--- src/rtl/sdram_av_pkg.sv ---
// sdram_av_pkg: FSM encoding and default widths shared by the SDRAM Avalon master.
package sdram_av_pkg;
    typedef enum logic {IDLE, ISSUE} av_state_t;
    localparam int SDRAM_ADDR_W = 25;
    localparam int SDRAM_DATA_W = 32;
endpackage

--- src/rtl/sdram_av_master_if.sv ---
// sdram_av_master_if: command, response and Avalon sdram_s1 signals of the SDRAM master.
interface sdram_av_master_if
    import sdram_av_pkg::*;
#(
    parameter int ADDR_W   = SDRAM_ADDR_W,
    parameter int DATA_W   = SDRAM_DATA_W,
    parameter int MAX_PEND = 4
);
    localparam int BE_W = DATA_W / 8;
    localparam int PW   = $clog2(MAX_PEND + 1);
    logic              cmd_valid;
    logic              cmd_ready;
    logic              cmd_write;
    logic [ADDR_W-1:0] cmd_addr;
    logic [DATA_W-1:0] cmd_wdata;
    logic [BE_W-1:0]   cmd_be;
    logic              rsp_valid;
    logic [DATA_W-1:0] rsp_data;
    logic              rsp_err;
    logic [PW-1:0]     pending;
    logic              busy;
    logic [ADDR_W-1:0] av_address;
    logic [BE_W-1:0]   av_byteenable_n;
    logic              av_chipselect;
    logic [DATA_W-1:0] av_writedata;
    logic              av_read_n;
    logic              av_write_n;
    logic [DATA_W-1:0] av_readdata;
    logic              av_readdatavalid;
    logic              av_waitrequest;
    modport master (
        input  cmd_valid, cmd_write, cmd_addr, cmd_wdata, cmd_be,
               av_readdata, av_readdatavalid, av_waitrequest,
        output cmd_ready, rsp_valid, rsp_data, rsp_err, pending, busy,
               av_address, av_byteenable_n, av_chipselect, av_writedata, av_read_n, av_write_n
    );
    modport slave (
        output cmd_valid, cmd_write, cmd_addr, cmd_wdata, cmd_be,
               av_readdata, av_readdatavalid, av_waitrequest,
        input  cmd_ready, rsp_valid, rsp_data, rsp_err, pending, busy,
               av_address, av_byteenable_n, av_chipselect, av_writedata, av_read_n, av_write_n
    );
endinterface

--- src/rtl/sdram_av_master.sv ---
// sdram_av_master: turns single-word valid/ready commands into waitrequest-aware Avalon
// transfers and tracks outstanding reads against readdatavalid.
module sdram_av_master
    import sdram_av_pkg::*;
#(
    parameter int MAX_PEND = 4
) (
    input logic               clk,
    input logic               reset,
    sdram_av_master_if.master bus
);
    localparam int PW = $clog2(MAX_PEND + 1);
    localparam logic [PW-1:0] PEND_MAX = PW'(MAX_PEND);
    av_state_t state;
    logic      rd_done;
    logic      rsp_dec;
    assign rd_done = state == ISSUE && !bus.av_waitrequest && bus.av_write_n;
    // a return that coincides with a completing read cancels it, even from zero
    assign rsp_dec = bus.av_readdatavalid && (bus.pending != '0 || rd_done);
    assign bus.cmd_ready = state == IDLE && (bus.cmd_write || bus.pending < PEND_MAX);
    assign bus.busy = state == ISSUE || bus.pending != '0;
    always_ff @(posedge clk or posedge reset) begin
        if (reset) begin
            state               <= IDLE;
            bus.pending         <= '0;
            bus.rsp_valid       <= 1'b0;
            bus.rsp_data        <= '0;
            bus.rsp_err         <= 1'b0;
            bus.av_address      <= '0;
            bus.av_byteenable_n <= '1;
            bus.av_chipselect   <= 1'b0;
            bus.av_writedata    <= '0;
            bus.av_read_n       <= 1'b1;
            bus.av_write_n      <= 1'b1;
        end else begin
            bus.rsp_valid <= bus.av_readdatavalid;
            if (bus.av_readdatavalid) bus.rsp_data <= bus.av_readdata;
            if (bus.av_readdatavalid && bus.pending == '0) bus.rsp_err <= 1'b1;
            bus.pending <= bus.pending + PW'(rd_done) - PW'(rsp_dec);
            if (state == IDLE && bus.cmd_valid && bus.cmd_ready) begin
                state               <= ISSUE;
                bus.av_address      <= bus.cmd_addr;
                bus.av_writedata    <= bus.cmd_wdata;
                bus.av_byteenable_n <= ~bus.cmd_be;
                bus.av_chipselect   <= 1'b1;
                bus.av_read_n       <= bus.cmd_write;
                bus.av_write_n      <= !bus.cmd_write;
            end else if (state == ISSUE && !bus.av_waitrequest) begin
                state             <= IDLE;
                bus.av_chipselect <= 1'b0;
                bus.av_read_n     <= 1'b1;
                bus.av_write_n    <= 1'b1;
            end
        end
    end
endmodule
--- src/flat_wrapper.sv ---
// flat-port wrapper written by rule: the top's interface ports become plain ports
module sdram_av_master_flat import sdram_av_pkg::*;
#(
    parameter int MAX_PEND = 4
)
  (clk, reset, bus_cmd_valid, bus_cmd_write, bus_cmd_addr, bus_cmd_wdata, bus_cmd_be, bus_av_readdata, bus_av_readdatavalid, bus_av_waitrequest, bus_cmd_ready, bus_rsp_valid, bus_rsp_data, bus_rsp_err, bus_pending, bus_busy, bus_av_address, bus_av_byteenable_n, bus_av_chipselect, bus_av_writedata, bus_av_read_n, bus_av_write_n);
  sdram_av_master_if #(.MAX_PEND(MAX_PEND)) bus_i ();
  input logic clk;
  input logic reset;
  input wire logic [$bits(bus_i.cmd_valid)-1:0] bus_cmd_valid;
  input wire logic [$bits(bus_i.cmd_write)-1:0] bus_cmd_write;
  input wire logic [$bits(bus_i.cmd_addr)-1:0] bus_cmd_addr;
  input wire logic [$bits(bus_i.cmd_wdata)-1:0] bus_cmd_wdata;
  input wire logic [$bits(bus_i.cmd_be)-1:0] bus_cmd_be;
  input wire logic [$bits(bus_i.av_readdata)-1:0] bus_av_readdata;
  input wire logic [$bits(bus_i.av_readdatavalid)-1:0] bus_av_readdatavalid;
  input wire logic [$bits(bus_i.av_waitrequest)-1:0] bus_av_waitrequest;
  output wire logic [$bits(bus_i.cmd_ready)-1:0] bus_cmd_ready;
  output wire logic [$bits(bus_i.rsp_valid)-1:0] bus_rsp_valid;
  output wire logic [$bits(bus_i.rsp_data)-1:0] bus_rsp_data;
  output wire logic [$bits(bus_i.rsp_err)-1:0] bus_rsp_err;
  output wire logic [$bits(bus_i.pending)-1:0] bus_pending;
  output wire logic [$bits(bus_i.busy)-1:0] bus_busy;
  output wire logic [$bits(bus_i.av_address)-1:0] bus_av_address;
  output wire logic [$bits(bus_i.av_byteenable_n)-1:0] bus_av_byteenable_n;
  output wire logic [$bits(bus_i.av_chipselect)-1:0] bus_av_chipselect;
  output wire logic [$bits(bus_i.av_writedata)-1:0] bus_av_writedata;
  output wire logic [$bits(bus_i.av_read_n)-1:0] bus_av_read_n;
  output wire logic [$bits(bus_i.av_write_n)-1:0] bus_av_write_n;
  assign bus_i.cmd_valid = bus_cmd_valid;
  assign bus_i.cmd_write = bus_cmd_write;
  assign bus_i.cmd_addr = bus_cmd_addr;
  assign bus_i.cmd_wdata = bus_cmd_wdata;
  assign bus_i.cmd_be = bus_cmd_be;
  assign bus_i.av_readdata = bus_av_readdata;
  assign bus_i.av_readdatavalid = bus_av_readdatavalid;
  assign bus_i.av_waitrequest = bus_av_waitrequest;
  assign bus_cmd_ready = bus_i.cmd_ready;
  assign bus_rsp_valid = bus_i.rsp_valid;
  assign bus_rsp_data = bus_i.rsp_data;
  assign bus_rsp_err = bus_i.rsp_err;
  assign bus_pending = bus_i.pending;
  assign bus_busy = bus_i.busy;
  assign bus_av_address = bus_i.av_address;
  assign bus_av_byteenable_n = bus_i.av_byteenable_n;
  assign bus_av_chipselect = bus_i.av_chipselect;
  assign bus_av_writedata = bus_i.av_writedata;
  assign bus_av_read_n = bus_i.av_read_n;
  assign bus_av_write_n = bus_i.av_write_n;
  sdram_av_master #(.MAX_PEND(MAX_PEND)) u_core (.clk(clk), .reset(reset), .bus(bus_i));
endmodule
--- config.mk ---
export PLATFORM = sky130hd
export DESIGN_NAME = sdram_av_master_flat
export DESIGN_NICKNAME = d
export VERILOG_FILES = /design/src/rtl/sdram_av_pkg.sv /design/src/rtl/sdram_av_master_if.sv /design/src/rtl/sdram_av_master.sv /design/src/flat_wrapper.sv
export SDC_FILE = /design/constraint.sdc
export NUM_CORES = 1
export LEC_CHECK = 0
export CORE_ASPECT_RATIO = 2
export CORE_MARGIN = 10
export CORE_UTILIZATION = 37
export CTS_CLUSTER_DIAMETER = 50
export CTS_CLUSTER_SIZE = 40
export DETAILED_ROUTE_END_ITERATION = 7
export PLACE_DENSITY_LB_ADDON = 0.12
export SLEW_MARGIN = 20
export SYNTH_ARGS = -nofsm -noshare
export SYNTH_HDL_FRONTEND = slang
export SYNTH_SLANG_ARGS = --single-unit
--- constraint.sdc ---
create_clock -name clk -period 3.2 [get_ports clk]
set_input_delay 0.64 -clock clk [delete_from_list [all_inputs] [get_ports clk]]
set_output_delay 0.64 -clock clk [all_outputs]
set_load 0.02 [all_outputs]
After elaboration in Yosys (flattened, before gate mapping)
Index checks and enable logic that the tools add are counted.
{ "classes": {"add_sub_neg": 2, "magnitude_cmp": 1, "mux": 5, "bitwise": 2, "n_reduce_logical": 15} }
{ "op_table": {"columns": ["cell", "count"], "rows": [
  ["$logic_and 1x1->1", 7],
  ["$mux 1", 5],
  ["$not 4->4", 1],
  ["$add 3x1->3", 1],
  ["$logic_not 3->1", 1],
  ["$logic_or 1x1->1", 3],
  ["$lt 3x3->1 const B", 1],
  ["$reduce_bool 3->1", 1],
  ["$sub 3x1->3", 1],
  ["$logic_not 1->1", 2],
  ["$reduce_bool 2->1", 1],
  ["$not 1->1", 1]
]} }
{ "totals": {"register_bits": 101} }

Longest topological paths before layout
{ "depth": {"depth_word": 6, "depth_mapped": 9, "ltp_nobuf": 9} }

Worst setup path after synthesis
Ideal clock, no wire load.
{ "synth_timing": {"path_type": "input to register", "start": "input bus_av_readdatavalid", "end": "register u_core.bus.pending[2]", "arrival_time_ns": 2.291, "setup_slack_ns": 0.829, "path_stages": 9, "path_buffers": 2, "cell_sequence": "clkbuf_1 -> buf_2 -> a21boi_0 -> ha_1 -> inv_1 -> ha_1 -> fa_1 -> xnor2_1 -> xnor2_1"} }
{ "synth_between": {"elab_chain_len": 2} }
{ "synth_lines": {"columns": ["item", "line_no", "rtl"], "rows": [
  ["start: declaration", "flat_wrapper.sv:16", "input wire logic [$bits(bus_i.av_readdatavalid)-1:0] bus_av_readdatavalid;"],
  ["$logic_and 1x1->1", "sdram_av_master.sv:19", "assign rsp_dec = bus.av_readdatavalid && (bus.pending != '0 || rd_done);"],
  ["$sub 3x1->3", "sdram_av_master.sv:39", "bus.pending <= bus.pending + PW'(rd_done) - PW'(rsp_dec);"],
  ["end signal: assignment", "sdram_av_master.sv:39", null],
  ["end: declaration", "sdram_av_master_if.sv:34", "output cmd_ready, rsp_valid, rsp_data, rsp_err, pending, busy,"]
]} }
No other way between the ends.
A chain may end at the register's enable or synchronous reset.

Worst setup path in the final report
{ "layout_timing": {"start": "input bus_cmd_write", "end": "output bus_cmd_ready"} }
{ "layout_between": {"elab_chain_len": 2} }
{ "layout_lines": {"columns": ["item", "line_no", "rtl"], "rows": [
  ["start: declaration", "flat_wrapper.sv:11", "input wire logic [$bits(bus_i.cmd_write)-1:0] bus_cmd_write;"],
  ["$logic_or 1x1->1", "sdram_av_master.sv:20", "assign bus.cmd_ready = state == IDLE && (bus.cmd_write || bus.pending < PEND_MAX);"],
  ["$logic_and 1x1->1", "sdram_av_master.sv:20", null],
  ["end: declaration", "flat_wrapper.sv:18", "output wire logic [$bits(bus_i.cmd_ready)-1:0] bus_cmd_ready;"]
]} }
No other way between the ends.

==> flow_summary.json <==
{
  "via_per_inst": 4.55,
  "grt_first_pass_wirelength_mm": 17.9,
  "grt_pass1_vias": 3033,
  "worstPathRequired_ps": 2560,
  "ys_ff_latch": 101,
  "nNetsFinal": 542,
  "powerDensity_nw_per_um2": 925,
  "start_util": 0.377,
  "clkTransAtPathRegs_ps": 70,
  "post_cts_buffers": 0,
  "hp-start": "u_core.bus.rsp_err$_DFFE_PP0P_",
  "slew_headroom": 0.615,
  "hp-class": "flop to flop",
  "synth_nets": 336,
  "hold_viol": 0,
  "root_buffer": "clkbuf_16",
  "cts.sinks": 101,
  "diodes": 0,
  "worstPathArrival_ps": 1920,
  "rows": 54,
  "hpwl_mm": 9.16,
  "die_area_sq_um": 16000,
  "fmax_mhz": 391,
  "vias": 2663,
  "drive_gt1_frac": 0.263,
  "final_max_slew_viol_count": 0,
  "hold_buffers": 0,
  "crit_fanout": 2,
  "clk_path_buf_depth": 2,
  "wl_mm": 11.7,
  "place.gp.congestion": 0.753,
  "cts_tree": "done",
  "reg2reg_from": "u_core.bus.av_chipselect$_DFFE_PP0P_",
  "ys_seq_area_frac": 0.614,
  "postSynthAreaPerCell_sq_um": 17.6,
  "pre_cts_ws_ps": 407,
  "p_leak_nw": 2.82,
  "coreArea_sq_um": 10900,
  "r2r-end": "u_core.bus.pending[2]$_DFF_PP0_",
  "critPathKind": "input port to primary output",
  "wl_per_cell_um": 20.1,
  "min_to": "u_core.bus.rsp_err$_DFFE_PP0P_",
  "track_usage": 0.147,
  "htreeDepth": 3,
  "ff2ff_path_depth": 9,
  "syn-cell-area_sq_um": 4130,
  "synth.distinct_cells": 25,
  "io_buffers": 201,
  "yosys_warnings": 0,
  "seqCellArea_sq_um": 2530,
  "grt_overflow_total": 0,
  "antenna_found_initial": 0,
  "final_util": 0.601,
  "cts_made_buffers": 9,
  "startpoint_type": "input port",
  "cp_cell_sequence": "clkdlybuf4s50_1, nor2b_4, nor2_1, clkdlybuf4s50_1",
  "fp.dieW_um": 94.7,
  "dr.pass1.iters": 2,
  "maxCapViolCount": 0,
  "rsz0062_at_grt": "no",
  "rrSetupSlack_ps": 960,
  "slowest_stage": "clkdlybuf4s50_1",
  "cp_common_cell": "clkdlybuf4s50_1",
  "worst_slack_ps": 641,
  "min_period_ps": 2560,
  "areaGrowthSynthToFinish_pct": 59.4,
  "outcome": "complete, no violations",
  "multi_input_area_sq_um": 1410,
  "cp-end-kind": "primary output",
  "clock_latency_ps": 340,
  "post_cts_resized": 0,
  "cpPeakStageDelay_ps": 610,
  "fill_cells": 882,
  "setup_viol": 0,
  "tightest_slew_ps": 577,
  "peakVddDrop_mv": 0.471,
  "skew_ps": 10.0,
  "timing.final.crit_share": 0.800,
  "synthCells": 234,
  "die_y_um": 169,
  "hold_path_depth": 1,
  "ant_nets": 0,
  "setup_tns_ps": 0,
  "pin_count": 202,
  "drt_iter0_markers": 73,
  "drc": 0,
  "grt_max_degree": 58
}
[cell families (layout without fill, tap and decap cells)]
| family | Yosys count | in the layout | share of synthesized area |
|---|---|---|---|
| AOI/OAI and AO/OA | 5 | 5 | 0.00879 |
| xor gates and xnor gates | 2 | 2 | 0.00425 |
| adders and majority gates | 3 | 3 | 0.0109 |
| buffers and inverters | 21 | 232 | 0.0455 |
| DFF | 101 | 101 | 0.614 |
| muxes | 93 | 93 | 0.301 |
| and+or+nand+nor | 9 | 9 | 0.0152 |
[layout make-up]
class	instances	share of cell area
Multi-Input combinational cell	112	0.214
Clock buffer	11	0.0354
Sequential cell	101	0.386
Tap cell	140	0.0266
Inverter	10	0.00628
Clock inverter	5	0.0164
Timing Repair Buffer	206	0.316
[metrics by stage]
| step | total power, W | hold slack, ps | cells | instance area [sq um] |
|---|---|---|---|---|
| after global placement | 0.00487 | 442 | 569 | 6230 |
| after CTS | 0.00619 | 464 | 585 | 6580 |
| after floorplan | 0.00360 | 497 | 234 | 4130 |
| after global routing | 0.00639 | 484 | 585 | 6580 |
| after detailed placement | 0.00491 | 451 | 569 | 6230 |
| final | 0.00608 | 463 | 585 | 6580 |
[where the power goes]
part	internal, W	switching (W)
Sequential	0.00178	0.000274
Clock	0.000769	0.000465
Combinational	0.00156	0.00123
Total	0.00411	0.00197
[placed cells by master (no fill, tap or decap), types with 2 or more instances in the layout]
cell / instances
mux2_4: 53
mux2i_1: 4
nor2_1: 2
buf_12: 2
xnor2_1: 2
clkdlybuf4s50_1: 201
clkbuf_16: 9
inv_1: 9
bufinv_16: 3
buf_4: 3
ha_1: 2
clkbuf_1: 2
a21o_1: 2
mux2_2: 36
dfstp_2: 6
dfrtp_1: 95
[state kept, by name, summed over array words and instances, names as in the netlist, 3 cells and up]
| name | cells |
|---|---|
| u_core.bus.av_writedata | 32 |
| u_core.bus.av_byteenable_n | 4 |
| u_core.bus.rsp_data | 32 |
| u_core.bus.pending | 3 |
| u_core.bus.av_address | 25 |
[how the worst max path moves through the flow]
| stage | startpoint | endpoint | slack (ps) | cells past startpoint |
|---|---|---|---|---|
| floorplan | bus_av_readdatavalid | u_core.bus.pending[2]$_DFF_PP0_ | 830 | 9 |
| global placement | bus_av_waitrequest | u_core.bus.pending[2]$_DFF_PP0_ | 550 | 10 |
| detailed placement | bus_av_waitrequest | u_core.bus.pending[2]$_DFF_PP0_ | 410 | 10 |
| CTS | bus_cmd_write | bus_cmd_ready | 630 | 4 |
| global route | bus_cmd_write | bus_cmd_ready | 580 | 4 |
| finish | bus_cmd_write | bus_cmd_ready | 640 | 4 |
[worst max-delay path, delay by kind of cell]
family        cells  cell delay (ps)
simple gates      2              140
buf+inv           2             1130
[synth_stat cells]
master | number | area (sq um)
dfrtp_1 | 95 | 2380
mux2_4 | 53 | 796
mux2_2 | 36 | 405
inv_1 | 10 | 37.5
buf_12 | 6 | 120
dfstp_2 | 6 | 158
mux2i_1 | 4 | 40.0
buf_2 | 3 | 15.0
a21o_1 | 2 | 15.0
ha_1 | 2 | 25.0
nor2_1 | 2 | 7.51
xnor2_1 | 2 | 17.5
a21boi_0 | 1 | 7.51
buf_6 | 1 | 11.3
clkbuf_1 | 1 | 3.75
fa_1 | 1 | 20.0
nand2_1 | 1 | 3.75
nand2b_1 | 1 | 6.26
nand3b_1 | 1 | 7.51
nor2b_1 | 1 | 6.26
nor2b_4 | 1 | 13.8
nor3_1 | 1 | 5.00
nor3b_2 | 1 | 12.5
o21ai_0 | 1 | 5.00
o31a_1 | 1 | 8.76
[layer usage]
metal  up-vias  GRT usage  share of wire
li1       1216          -              -
met1      1331      0.150           0.34
met2       106      0.266           0.56
met3        10     0.0487          0.082
met4         0     0.0563          0.016
met5         -          0              0
No activity file was read; power rests on OpenSTA's default activity.
